$ cat config.mk
export PLATFORM = sky130hd
export DESIGN_NAME = mem_arbiter
export DESIGN_NICKNAME = d
export VERILOG_FILES = /design/src/rtl/mem_arbiter_pkg.sv /design/src/rtl/mem_lat_timer.sv /design/src/rtl/mem_arbiter.sv
export SDC_FILE = /design/constraint.sdc
export NUM_CORES = 1
export LEC_CHECK = 0
export BUFFER_PORTS_ARGS = -buffer_cell sky130_fd_sc_hd__buf_2
export CORE_ASPECT_RATIO = 1.75
export CORE_MARGIN = 5
export CORE_UTILIZATION = 35
export DETAILED_ROUTE_END_ITERATION = 8
export RECOVER_POWER = 25
export SLEW_MARGIN = 40
export SYNTH_ARGS = -nofsm -noshare
export SYNTH_HDL_FRONTEND = slang
export SYNTH_SLANG_ARGS = --single-unit
$ cat constraint.sdc
create_clock -name clock -period 3.9 [get_ports clock]
set_input_delay 1.17 -clock clock [delete_from_list [all_inputs] [get_ports clock]]
set_output_delay 1.17 -clock clock [all_outputs]
set_load 0.05 [all_outputs]
$ cat src/rtl/mem_arbiter_pkg.sv
// Shared definitions for the main-memory arbiter: default sizes, FSM and grant encodings.
// Used by mem_arbiter and mem_lat_timer.
package mem_arbiter_pkg;

  localparam int MEM_ADDR_SIZE   = 8;
  localparam int WORD_SIZE_BIT   = 32;
  localparam int DEF_MEM_LATENCY = 4;
  localparam int DEF_STARVE_MAX  = 3;

  typedef enum logic [1:0] {
    IDLE = 2'd0,
    BUSY = 2'd1,
    RESP = 2'd2
  } arb_state_t;

  typedef enum logic {
    GNT_RD = 1'b0,
    GNT_WR = 1'b1
  } arb_grant_t;

  // Saturating 16-bit increment used by the optional statistics counters.
  function automatic logic [15:0] sat_inc16(input logic [15:0] value);
    sat_inc16 = (value == 16'hFFFF) ? value : value + 16'd1;
  endfunction

endpackage

$ cat src/rtl/mem_lat_timer.sv
// Fixed-latency access timer: loaded on grant, counts down while the arbiter is BUSY,
// and flags expire in the last BUSY cycle.
module mem_lat_timer
  import mem_arbiter_pkg::*;
#(
  parameter int MEM_LATENCY = DEF_MEM_LATENCY
) (
  input  logic clock,
  input  logic reset,
  input  logic load,
  input  logic busy,
  output logic expire
);

  localparam int CNT_W = $clog2(MEM_LATENCY + 1);
  localparam logic [CNT_W-1:0] LOAD_VAL = CNT_W'(MEM_LATENCY - 1);
  localparam logic [CNT_W-1:0] CNT_ONE  = CNT_W'(1);

  logic [CNT_W-1:0] lat_cnt_r;

  // Latency countdown; holds at zero once the access has expired.
  always_ff @(posedge clock or posedge reset) begin
    if (reset) begin
      lat_cnt_r <= '0;
    end else if (load) begin
      lat_cnt_r <= LOAD_VAL;
    end else if (busy && (lat_cnt_r != '0)) begin
      lat_cnt_r <= lat_cnt_r - CNT_ONE;
    end else begin
      lat_cnt_r <= lat_cnt_r;
    end
  end

  assign expire = busy && (lat_cnt_r == '0);

endmodule

$ cat src/rtl/mem_arbiter.sv
// Two-requester main-memory arbiter (refill read vs. write-buffer drain) with fixed latency.
// Optional grant/conflict statistics outputs are enabled by defining MEM_ARB_STATS_EN.
module mem_arbiter
  import mem_arbiter_pkg::*;
#(
  parameter int ADDR_W      = MEM_ADDR_SIZE,
  parameter int DATA_W      = WORD_SIZE_BIT,
  parameter int MEM_LATENCY = DEF_MEM_LATENCY,
  parameter int STARVE_MAX  = DEF_STARVE_MAX
) (
  input  logic              clock,
  input  logic              reset,
  input  logic              rd_req,
  input  logic [ADDR_W-1:0] rd_addr,
  output logic              rd_done,
  output logic [DATA_W-1:0] rd_data,
  input  logic              wb_req,
  input  logic [ADDR_W-1:0] wb_addr,
  input  logic [DATA_W-1:0] wb_data,
  input  logic              wb_full,
  output logic              wb_ack,
  output logic              mem_en,
  output logic              mem_we,
  output logic [ADDR_W-1:0] mem_addr,
  output logic [DATA_W-1:0] mem_wdata,
  input  logic [DATA_W-1:0] mem_rdata
`ifdef MEM_ARB_STATS_EN
  ,
  output logic [15:0]       rd_grant_cnt,
  output logic [15:0]       wb_grant_cnt,
  output logic [15:0]       conflict_cnt
`endif
);

  localparam int STARVE_W = $clog2(STARVE_MAX + 1);
  localparam logic [STARVE_W-1:0] STARVE_LIM = STARVE_W'(STARVE_MAX);
  localparam logic [STARVE_W-1:0] STARVE_ONE = STARVE_W'(1);

  arb_state_t          state_r;
  arb_grant_t          gnt_r;
  arb_grant_t          gnt_s;
  logic                req_any_s;
  logic                load_s;
  logic                busy_s;
  logic                expire_s;
  logic [STARVE_W-1:0] starve_r;

  // Grant decision for the current IDLE cycle: a full buffer or a starved drain beats a read.
  always_comb begin
    gnt_s     = GNT_RD;
    req_any_s = rd_req || wb_req;
    if (wb_req && wb_full) begin
      gnt_s = GNT_WR;
    end else if (wb_req && (starve_r == STARVE_LIM)) begin
      gnt_s = GNT_WR;
    end else if (rd_req) begin
      gnt_s = GNT_RD;
    end else if (wb_req) begin
      gnt_s = GNT_WR;
    end else begin
      gnt_s = GNT_RD;
    end
  end

  assign load_s = (state_r == IDLE) && req_any_s;
  assign busy_s = (state_r == BUSY);

  mem_lat_timer #(
    .MEM_LATENCY(MEM_LATENCY)
  ) u_lat_timer (
    .clock (clock),
    .reset (reset),
    .load  (load_s),
    .busy  (busy_s),
    .expire(expire_s)
  );

  // Access sequencer: latches the grant, drives the memory port and issues the completion pulse.
  always_ff @(posedge clock or posedge reset) begin
    if (reset) begin
      state_r   <= IDLE;
      gnt_r     <= GNT_RD;
      starve_r  <= '0;
      mem_en    <= 1'b0;
      mem_we    <= 1'b0;
      mem_addr  <= '0;
      mem_wdata <= '0;
      rd_data   <= '0;
      rd_done   <= 1'b0;
      wb_ack    <= 1'b0;
    end else begin
      case (state_r)
        IDLE: begin
          rd_done <= 1'b0;
          wb_ack  <= 1'b0;
          if (req_any_s) begin
            state_r <= BUSY;
            gnt_r   <= gnt_s;
            mem_en  <= 1'b1;
            if (gnt_s == GNT_WR) begin
              mem_we    <= 1'b1;
              mem_addr  <= wb_addr;
              mem_wdata <= wb_data;
              starve_r  <= '0;
            end else begin
              mem_we    <= 1'b0;
              mem_addr  <= rd_addr;
              mem_wdata <= '0;
              // Only reads that bypass a waiting drain count toward starvation.
              if (wb_req && (starve_r != STARVE_LIM)) begin
                starve_r <= starve_r + STARVE_ONE;
              end else begin
                starve_r <= starve_r;
              end
            end
          end else begin
            state_r <= IDLE;
          end
        end
        BUSY: begin
          if (expire_s) begin
            state_r <= RESP;
            mem_en  <= 1'b0;
            mem_we  <= 1'b0;
            if (gnt_r == GNT_RD) begin
              rd_data <= mem_rdata;
              rd_done <= 1'b1;
            end else begin
              wb_ack  <= 1'b1;
            end
          end else begin
            state_r <= BUSY;
          end
        end
        RESP: begin
          state_r <= IDLE;
          rd_done <= 1'b0;
          wb_ack  <= 1'b0;
        end
        default: begin
          state_r <= IDLE;
          mem_en  <= 1'b0;
          mem_we  <= 1'b0;
          rd_done <= 1'b0;
          wb_ack  <= 1'b0;
        end
      endcase
    end
  end

`ifdef MEM_ARB_STATS_EN
  // Grant and conflict statistics, counted once per IDLE decision and saturating.
  always_ff @(posedge clock or posedge reset) begin
    if (reset) begin
      rd_grant_cnt <= 16'h0000;
      wb_grant_cnt <= 16'h0000;
      conflict_cnt <= 16'h0000;
    end else if (load_s) begin
      if (gnt_s == GNT_WR) begin
        wb_grant_cnt <= sat_inc16(wb_grant_cnt);
      end else begin
        rd_grant_cnt <= sat_inc16(rd_grant_cnt);
      end
      if (rd_req && wb_req) begin
        conflict_cnt <= sat_inc16(conflict_cnt);
      end else begin
        conflict_cnt <= conflict_cnt;
      end
    end else begin
      rd_grant_cnt <= rd_grant_cnt;
      wb_grant_cnt <= wb_grant_cnt;
      conflict_cnt <= conflict_cnt;
    end
  end
`endif

endmodule

==> results.sh, run 1 <==
export IMPL_outcome="finished, violations left"
export IMPL_violations="capacitance limit, slew limit"
export IMPL_intPower_uw=2470
export IMPL_vias=2516
export IMPL_top_usage_layer="met2"
export IMPL_clock_sinks=84
export IMPL_fin_hold_ws_ps=478
export IMPL_p_sw_uw=2420
export IMPL_clockRootBuffer="clkbuf_16"
export IMPL_yosysSeqAreaShare_pct=63.6
export IMPL_drc=0
export IMPL_max_cap_viol_count=1
export IMPL_combPwrFrac_pct=51.8
export IMPL_die_h_um=139
export IMPL_row_count=47
export IMPL_clockBufferDepth=2
export IMPL_wirelength_um=8350
export IMPL_cts_htree_levels=3
export IMPL_synthToLayoutAreaGrowth_pct=35.7
export IMPL_track_usage_pct=14.8
export IMPL_fin_ws_ps=1110
export IMPL_hold_path_depth=1
export IMPL_maxSlewViolCount=34
export IMPL_cts_resized=0
export IMPL_synth_fp_nets=323
export IMPL_use_met1_pct=16.9
export IMPL_endpoint_kind="register"
export IMPL_synth_area_um2=3310
export IMPL_worstMarginPinSlew_ps=1700
export IMPL_slew_headroom_pct=-13.5
export IMPL_seqPwrFrac_pct=30.8
export IMPL_fin_crit_sh_pct=71.5
export IMPL_die_w_um=83.5
export IMPL_required_ps=4110
export IMPL_antenna_found_initial=0
export IMPL_final_antenna_net_count=0
export IMPL_swShare_pct=49.5
export IMPL_fin_skew_ps=5.82
export IMPL_grt_pass1_vias=2633
export IMPL_viasPerCell=4.82
export IMPL_vdd_ir_drop_max_v=0.000486
export IMPL_p_leak_uw=0.00230
export IMPL_synth_warnings=0
export IMPL_synth_seq_cells=84
export IMPL_post_cts_setup_buffer_count=0
export IMPL_clk_latency_ps=330
export IMPL_clkTransAtPathRegs_ps=60
export IMPL_grt_overflow=0
export IMPL_grt_first_pass_wirelength_um=13400
export IMPL_firstDrtPassIters=4
export IMPL_numCtsBuffers=9
export IMPL_layout_nets=483
export IMPL_wl_per_cell_um=16.0
export IMPL_synthesis_instances=235
export IMPL_gr_usage_met3_pct=3.51
export IMPL_start_kind="register"
export IMPL_cts_tree="built"
export IMPL_core_area_um2=9350
export IMPL_stdcell_count=522
export IMPL_grt_max_degree=38
export IMPL_io_buffers=160
export IMPL_max_freq_mhz=359
export IMPL_place_ws_ps=1130
export IMPL_dp_cells=506
export IMPL_critPathKind="register to register"
export IMPL_pin_count=161
export IMPL_powerDensity_nw_per_um2=1090
export IMPL_power_uw=4880
export IMPL_reg2reg_depth=4
export IMPL_n_antenna_cell=0
export IMPL_postSynthAreaPerCell_um2=14.1
export IMPL_hold_viol=0
export IMPL_fin_tns_setup_ps=0
export IMPL_rsz0062_at_grt="false"
export IMPL_drtIter0Drc=59
export IMPL_fill_cells=868
export IMPL_use_met2_pct=24.3
export IMPL_worst_path_max_fanout=33
export IMPL_drive_gt1_share_pct=54.5
export IMPL_gp_congestion=0.780
export IMPL_pwr_share_clk_pct=17.4
export IMPL_dieArea_um2=11600
export IMPL_hold_buffers=0
export IMPL_arrival_ps=3000
export IMPL_period_needed_ps=2790
export IMPL_finalSetupViolCount=0
export IMPL_start_util_pct=35.4
export IMPL_hold_path_class="register to register"
export IMPL_ys_types=31
export IMPL_dpl_hpwl_um=6280
[metal layers]
| metal | vias to the layer above | part of all wire (%) |
|---|---|---|
| met4 | 0 | 3.7 |
| met1 | 1197 | 38 |
| met2 | 109 | 52 |
| met5 | - | 0 |
| li1 | 1188 | - |
| met3 | 22 | 6.4 |
[final timing paths]
check	start	endpoint	slack [ps]
min in group asynchronous	reset	rd_data[9]$_DFFE_PP0P_	1130
worst min-delay path	rd_done$_DFFE_PP0P_	rd_done$_DFFE_PP0P_	480
max in group asynchronous	reset	mem_wdata[31]$_DFFE_PP0P_	1810
worst max register to register	state_r[1]$_DFF_PP0_	rd_data[0]$_DFFE_PP0P_	1110
worst max-delay path	state_r[1]$_DFF_PP0_	rd_data[0]$_DFFE_PP0P_	1110
worst min register to register	rd_done$_DFFE_PP0P_	rd_done$_DFFE_PP0P_	480
[Yosys cell counts]
cell type	count	area share [%]
a21oi_1	10	1.5
a31o_2	1	0.26
nand2b_1	2	0.38
nor2b_1	1	0.19
nand3_1	9	1.4
mux2_1	2	0.68
buf_4	4	0.91
o21ai_0	13	2.0
dfrtp_1	84	64
inv_1	6	0.68
a21o_1	3	0.68
nand2_2	1	0.19
a22o_1	33	8.7
nor2_8	1	0.61
a31oi_1	8	1.5
nor3b_2	1	0.38
nor2_2	1	0.19
nor2_1	3	0.34
or2_2	1	0.19
or3b_4	1	0.34
ha_1	3	1.1
buf_6	3	1.0
o311ai_0	1	0.26
and2_1	1	0.19
clkbuf_1	3	0.34
or3_1	1	0.19
or4_1	1	0.23
buf_2	4	0.61
nor3_4	1	0.49
mux2_2	31	11
or3b_2	1	0.26
[cells by family (layout without fill, tap and decap cells)]
kind of cell             count (synthesis)  after routing  share of synthesized area, %
AO/OA/AOI/OAI                           69             69                          15.0
multiplexers                            33             33                          11.2
AND/OR/NAND/NOR                         26             26                          5.53
flip-flops                              84             84                          63.6
adder cells (fa/ha/maj)                  3              3                          1.14
buffers and inverters                   20            185                          3.56
[cell type report]
cell class | count | area [um^2] | share of cell area [%]
clock buffers | 10 | 229 | 5.10
clock inverters | 6 | 72.6 | 1.62
inverters | 6 | 23.8 | 0.530
multi-input cells | 131 | 1090 | 24.2
repair buffers | 163 | 820 | 18.3
well taps | 122 | 153 | 3.40
flip-flops and latches | 84 | 2100 | 46.9
[power by group through the flow]
| stage | clock, uW | sequential, uW | combinational (uW) |
|---|---|---|---|
| floorplan | 0 | 2800 | 679 |
| global placement | 0 | 1510 | 2520 |
| detailed placement | 0 | 1520 | 2560 |
| CTS | 884 | 1510 | 2560 |
| global route | 916 | 1560 | 2660 |
| finish | 848 | 1500 | 2530 |
[flip-flops by register name (all words and copies together) (netlist names)]
signal,flops
state_r,2
starve_r,2
rd_data,32
u_lat_timer.lat_cnt_r,3
rd_done,1
mem_wdata,32
mem_addr,8
mem_en,1
mem_we,1
gnt_r,1
wb_ack,1
[metrics by stage]
step                      area (um^2)  utilization (%)
after floorplan                  3310                -
after global placement           4190             44.8
after detailed placement         4190             44.8
after CTS                        4490             48.0
after global routing             4490             48.0
final                            4490             48.0
[worst max-delay path, cell delays in order (launching register included)]
cell and delay (ps):
dfrtp_1 410, nand2b_1 330, nor3_4 230, clkbuf_1 1250, mux2_2 440
[layout by cell type (no fill, tap or decap), drive strengths merged]
cell        n
a21o        3
a21oi      10
a22o       33
a31o        1
a31oi       8
and2        1
buf       162
bufinv      1
clkbuf     11
clkinv      2
clkinvlp    2
dfrtp      84
ha          3
inv         7
mux2       33
nand2       1
nand2b      2
nand3       9
nor2        5
nor2b       1
nor3        1
nor3b       1
o21ai      13
o311ai      1
or2         1
or3         1
or3b        2
or4         1
(Power assumes the default switching activity.)
==> run 2, diff against run 1 <==
--- a/config.mk
+++ b/config.mk
@@ -10,6 +10,7 @@
 export CORE_MARGIN = 5
 export CORE_UTILIZATION = 35
 export DETAILED_ROUTE_END_ITERATION = 8
+export PLACE_DENSITY = 0.66
 export RECOVER_POWER = 25
 export SLEW_MARGIN = 40
 export SYNTH_ARGS = -nofsm -noshare
==> constraint.sdc (replaced) <==
create_clock -name clock -period 2.5 [get_ports clock]
set_input_delay 0.75 -clock clock [delete_from_list [all_inputs] [get_ports clock]]
set_output_delay 0.75 -clock clock [all_outputs]
set_load 0.05 [all_outputs]
==> run 2 against run 1 <==
Net effect: first-iteration DRC count grew 32%; sequential power rose by 57%; cell count grew 0.19%; register-to-register slack worse by 500 ps; clock skew rose by 1.0 ps; critical path type unchanged; non-clock buffer count up 1; setup slack got worse by 500 ps; sequential cell count did not move; highest routed layer unchanged; power rose by 58%; fmax up 48%; the flow now finishes without violations.
==> results.sh, run 2 (synthesized netlist as in run 1, its figures left out) <==
export IMPL_outcome="finished clean"
export IMPL_hold_buffers=0
export IMPL_stdcell_count=523
export IMPL_synthToLayoutAreaGrowth_pct=37.1
export IMPL_hold_path_class="register to register"
export IMPL_critPathTopFamily="simple AND/OR/NAND/NOR gates"
export IMPL_cts_htree_levels=3
export IMPL_n_antenna_cell=0
export IMPL_clkTransAtPathRegs_ps=60
export IMPL_worst_path_max_fanout=33
export IMPL_antenna_found_initial=0
export IMPL_max_freq_mhz=530
export IMPL_wirelength_um=8140
export IMPL_hold_viol=0
export IMPL_period_needed_ps=1890
export IMPL_die_w_um=83.5
export IMPL_dpl_hpwl_um=6160
export IMPL_cts_tree="built"
export IMPL_powerDensity_nw_per_um2=1700
export IMPL_clk_latency_ps=330
export IMPL_pin_count=161
export IMPL_fin_ws_ps=614
export IMPL_start_kind="register"
export IMPL_wl_per_cell_um=15.6
export IMPL_layout_common_cells="buf_2, dfrtp_1, a22o_1, mux2_2, o21ai_0"
export IMPL_dieArea_um2=11600
export IMPL_die_h_um=139
export IMPL_hold_start="mem_en$_DFFE_PP0P_"
export IMPL_start_util_pct=35.4
export IMPL_slew_headroom_pct=30.3
export IMPL_firstDrtPassIters=4
export IMPL_place_ws_ps=405
export IMPL_viasPerCell=4.86
export IMPL_drive_gt1_share_pct=54.9
export IMPL_fin_skew_ps=6.82
export IMPL_fin_crit_sh_pct=75.4
export IMPL_seqPwrFrac_pct=30.5
export IMPL_rsz0062_at_grt="false"
export IMPL_post_cts_setup_buffer_count=0
export IMPL_dp_cells=507
export IMPL_path_cells="nand2b_1 > nor3_4 > buf_4 > mux2_2"
export IMPL_max_stage_delay_ps=420
export IMPL_largest_registers="mem_wdata x32, rd_data x32, mem_addr x8"
export IMPL_numCtsBuffers=9
export IMPL_core_area_um2=9350
export IMPL_required_ps=2710
export IMPL_critPathKind="register to register"
export IMPL_io_buffers=160
export IMPL_fill_cells=862
export IMPL_cts_resized=0
export IMPL_intPower_uw=3950
export IMPL_clockBufferDepth=2
export IMPL_fin_tns_setup_ps=0
export IMPL_pwr_share_clk_pct=18.3
export IMPL_grt_overflow=0
export IMPL_r2r_start="state_r[1]$_DFF_PP0_"
export IMPL_vdd_ir_drop_max_v=0.000803
export IMPL_vias=2543
export IMPL_p_leak_uw=0.00232
export IMPL_final_common_cell="buf_2"
export IMPL_finalSetupViolCount=0
export IMPL_slowest_stage="dfrtp_1"
export IMPL_drc=0
export IMPL_layout_nets=484
export IMPL_arrival_ps=2100
export IMPL_max_cap_viol_count=0
export IMPL_row_count=47
export IMPL_final_antenna_net_count=0
export IMPL_grt_max_degree=46
export IMPL_endpoint_kind="register"
export IMPL_combPwrFrac_pct=51.2
export IMPL_grt_first_pass_wirelength_um=13200
export IMPL_drtIter0Drc=78
export IMPL_maxSlewViolCount=0
export IMPL_gp_congestion=0.742
export IMPL_clockRootBuffer="clkbuf_16"
export IMPL_path_buf_inv=1
export IMPL_clock_sinks=84
export IMPL_track_usage_pct=14.1
export IMPL_grt_pass1_vias=2636
export IMPL_p_sw_uw=3770
export IMPL_worstMarginPinSlew_ps=1040
export IMPL_cp_startpoint="state_r[1]$_DFF_PP0_"
export IMPL_swShare_pct=48.9
[run 2: area by class of cell]
| type | count | area, um^2 | share of cell area [%] |
|---|---|---|---|
| well taps | 122 | 153 | 3.37 |
| repair buffers | 164 | 840 | 18.5 |
| clock buffers | 9 | 225 | 4.97 |
| flip-flops and latches | 84 | 2100 | 46.4 |
| multi-input cells | 131 | 1090 | 24.0 |
| clock inverters | 7 | 101 | 2.24 |
| inverters | 6 | 23.8 | 0.525 |
[run 2: per-stage QoR]
stage / area, um^2 / util, % / hold slack, ps / total power (uW)
after floorplan: 3310 / - / 477 / 5430
after global placement: 4210 / 45.0 / 460 / 6300
after detailed placement: 4210 / 45.0 / 469 / 6370
after CTS: 4540 / 48.5 / 455 / 7820
after global routing: 4530 / 48.5 / 497 / 8110
final: 4530 / 48.5 / 475 / 7720
[run 2: power by group through the flow]
| stage | sequential, uW | clock [uW] | combinational (uW) |
|---|---|---|---|
| floorplan | 4370 | 0 | 1060 |
| global placement | 2360 | 0 | 3940 |
| detailed placement | 2370 | 0 | 4000 |
| CTS | 2360 | 1460 | 4000 |
| global route | 2430 | 1520 | 4160 |
| finish | 2350 | 1420 | 3950 |
[run 2: worst paths after layout]
| check | to | cells past startpoint | slack, ps |
|---|---|---|---|
| max in group asynchronous | rd_data[4]$_DFFE_PP0P_ | 3 | 680 |
| min in group asynchronous | mem_wdata[6]$_DFFE_PP0P_ | 2 | 600 |
| hold / removal | mem_en$_DFFE_PP0P_ | 1 | 480 |
| setup / recovery | rd_data[12]$_DFFE_PP0P_ | 4 | 610 |
| hold reg to reg | mem_en$_DFFE_PP0P_ | 1 | 480 |
| setup reg to reg | rd_data[12]$_DFFE_PP0P_ | 4 | 610 |
[run 2: routing by layer]
layer / routed length (um) / GRT usage (%)
met1: 3110 / 16.3
met2: 4250 / 23.6
met3: 600 / 5.23
met4: 168 / 5.93
met5: 0 / 0
==> run 3, diff against run 2 <==
--- a/config.mk
+++ b/config.mk
@@ -10,7 +10,6 @@
 export CORE_MARGIN = 5
 export CORE_UTILIZATION = 35
 export DETAILED_ROUTE_END_ITERATION = 8
-export PLACE_DENSITY = 0.66
 export RECOVER_POWER = 25
 export SLEW_MARGIN = 40
 export SYNTH_ARGS = -nofsm -noshare
==> constraint.sdc (replaced) <==
create_clock -name clock -period 1.8 [get_ports clock]
set_input_delay 0.54 -clock clock [delete_from_list [all_inputs] [get_ports clock]]
set_output_delay 0.54 -clock clock [all_outputs]
set_load 0.05 [all_outputs]
==> run 3 against run 2 <==
Net effect: via count is 1.6% higher; clock skew is 1.5 ps higher; setup slack worse by 440 ps; die area stayed put; largest cell class unchanged.
==> results.sh, run 3 (synthesized netlist as in run 1, its figures left out) <==
export IMPL_regToRegSetupSlack_ps=170
export IMPL_grt_max_degree=38
export IMPL_cp_endpoint="rd_data[5]$_DFFE_PP0P_"
export IMPL_post_cts_setup_buffer_count=0
export IMPL_critPathKind="register to register"
export IMPL_powerDensity_nw_per_um2=2310
export IMPL_grt_pass1_vias=2790
export IMPL_path_buf_inv=2
export IMPL_clk_latency_ps=330
export IMPL_core_area_um2=9350
export IMPL_final_cell_area_um2=4580
export IMPL_wl_per_cell_um=15.7
export IMPL_outcome="finished clean"
export IMPL_final_antenna_net_count=0
export IMPL_rsz0062_at_grt="false"
export IMPL_grt_first_pass_wirelength_um=13600
export IMPL_clockRootBuffer="clkbuf_16"
export IMPL_grt_overflow=0
export IMPL_slowest_stage="dfrtp_1"
export IMPL_drtIter0Drc=76
export IMPL_vdd_ir_drop_max_v=0.000978
export IMPL_final_common_cell="buf_2"
export IMPL_row_count=47
export IMPL_fin_skew_ps=8.37
export IMPL_cp_startpoint="u_lat_timer.lat_cnt_r[0]$_DFFE_PP0P_"
export IMPL_die_w_um=83.5
export IMPL_drive_gt1_share_pct=55.6
export IMPL_maxSlewViolCount=0
export IMPL_start_util_pct=35.4
export IMPL_track_usage_pct=14.7
export IMPL_endpoint_kind="register"
export IMPL_max_freq_mhz=614
export IMPL_start_kind="register"
export IMPL_viasPerCell=4.87
export IMPL_fin_crit_sh_pct=90.5
export IMPL_fin_tns_setup_ps=0
export IMPL_vias=2584
export IMPL_worstMarginPinSlew_ps=876
export IMPL_dpl_cell_area_um2=4310
export IMPL_path_cells="inv_1 > ha_1 > nand2b_1 > nor3_4 > buf_12 > mux2_2"
export IMPL_r2r_end="rd_data[5]$_DFFE_PP0P_"
export IMPL_layout_common_cells="buf_2, dfrtp_1, a22o_1, mux2_2, o21ai_0"
export IMPL_cts_htree_levels=3
export IMPL_hold_viol=0
export IMPL_die_h_um=139
export IMPL_firstDrtPassIters=4
export IMPL_io_buffers=160
export IMPL_worst_path_max_fanout=33
export IMPL_p_leak_uw=0.00235
export IMPL_critPathTopFamily="flip-flops"
export IMPL_reg2reg_depth=6
export IMPL_largest_registers="mem_wdata x32, rd_data x32, mem_addr x8"
export IMPL_hold_buffers=0
export IMPL_period_needed_ps=1630
export IMPL_cp_num_cells=6
export IMPL_dieArea_um2=11600
export IMPL_cts_resized=0
export IMPL_drc=0
export IMPL_clkTransAtPathRegs_ps=60
export IMPL_clockBufferDepth=2
export IMPL_hold_path_class="input pin to async pin"
export IMPL_antenna_found_initial=1
export IMPL_finalSetupViolCount=0
export IMPL_synthToLayoutAreaGrowth_pct=38.5
export IMPL_fill_cells=856
export IMPL_wirelength_um=8320
export IMPL_slew_headroom_pct=41.3
export IMPL_numCtsBuffers=9
export IMPL_r2r_start="u_lat_timer.lat_cnt_r[0]$_DFFE_PP0P_"
export IMPL_gp_congestion=0.776
export IMPL_max_cap_viol_count=0
export IMPL_dpl_hpwl_um=6180
export IMPL_arrival_ps=1840
export IMPL_required_ps=2010
export IMPL_clock_sinks=84
export IMPL_pin_count=161
export IMPL_cts_tree="built"
export IMPL_max_stage_delay_ps=380
export IMPL_layout_nets=491
-- run 3: changes by cell type in the layout (fill, tap and decap cells not counted), sizes merged --
cell      delta
inv          +1
clkinv       +2
bufinv       -2
diode        +1
buf          +6
clkinvlp     -1
clkbuf       +1
-- run 3: stage by stage --
step	total power (uW)	hold slack (ps)	utilization, %	worst slack [ps]	instances
6_report	10600	316	48.9	171	531
5_1_grt	11100	394	48.9	78.0	531
4_1_cts	10700	226	49.1	144	530
3_5_place_dp	8980	476	46.1	155	514
3_3_place_gp	8890	464	46.1	183	514
2_1_floorplan	7540	477	-	200	235
-- run 3: worst min-delay path by stage --
stage | startpoint | endpoint
5_1_grt | reset | rd_data[7]$_DFFE_PP0P_
3_5_place_dp | rd_done$_DFFE_PP0P_ | rd_done$_DFFE_PP0P_
4_1_cts | reset | rd_data[7]$_DFFE_PP0P_
3_3_place_gp | rd_data[10]$_DFFE_PP0P_ | rd_data[10]$_DFFE_PP0P_
2_1_floorplan | starve_r[1]$_DFFE_PP0P_ | starve_r[1]$_DFFE_PP0P_
6_report | reset | rd_data[7]$_DFFE_PP0P_
-- run 3: cell type report --
class / count / area, um^2 / area share [%]
Inverter: 6 / 23.8 / 0.519
Multi-Input combinational cell: 131 / 1090 / 23.7
Clock inverter: 7 / 52.6 / 1.15
Tap cell: 122 / 153 / 3.34
Sequential cell: 84 / 2100 / 45.9
Timing Repair Buffer: 171 / 932 / 20.4
Clock buffer: 9 / 225 / 4.92
Antenna cell: 1 / 2.50 / 0.0547
-- run 3: per-layer routing --
layer	global-route usage, %	up-vias	share of wire [%]
li1	-	1210	-
met1	16.2	1250	37
met2	25.7	107	53
met3	4.64	17	6.7
met4	6.86	0	3.0
met5	0	-	0
-- run 3: worst reg2reg max path, stage by stage, from the launching register on --
cell and delay, ps:
dfrtp_1 380, inv_1 80, ha_1 180, nand2b_1 120, nor3_4 170, buf_12 230
mux2_2 360
-- run 3: power by group --
part	switching, uW	total, uW	internal, uW
clock	738	1680	940
sequential	479	3260	2780
combinational	4030	5620	1590
total	5250	10600	5310
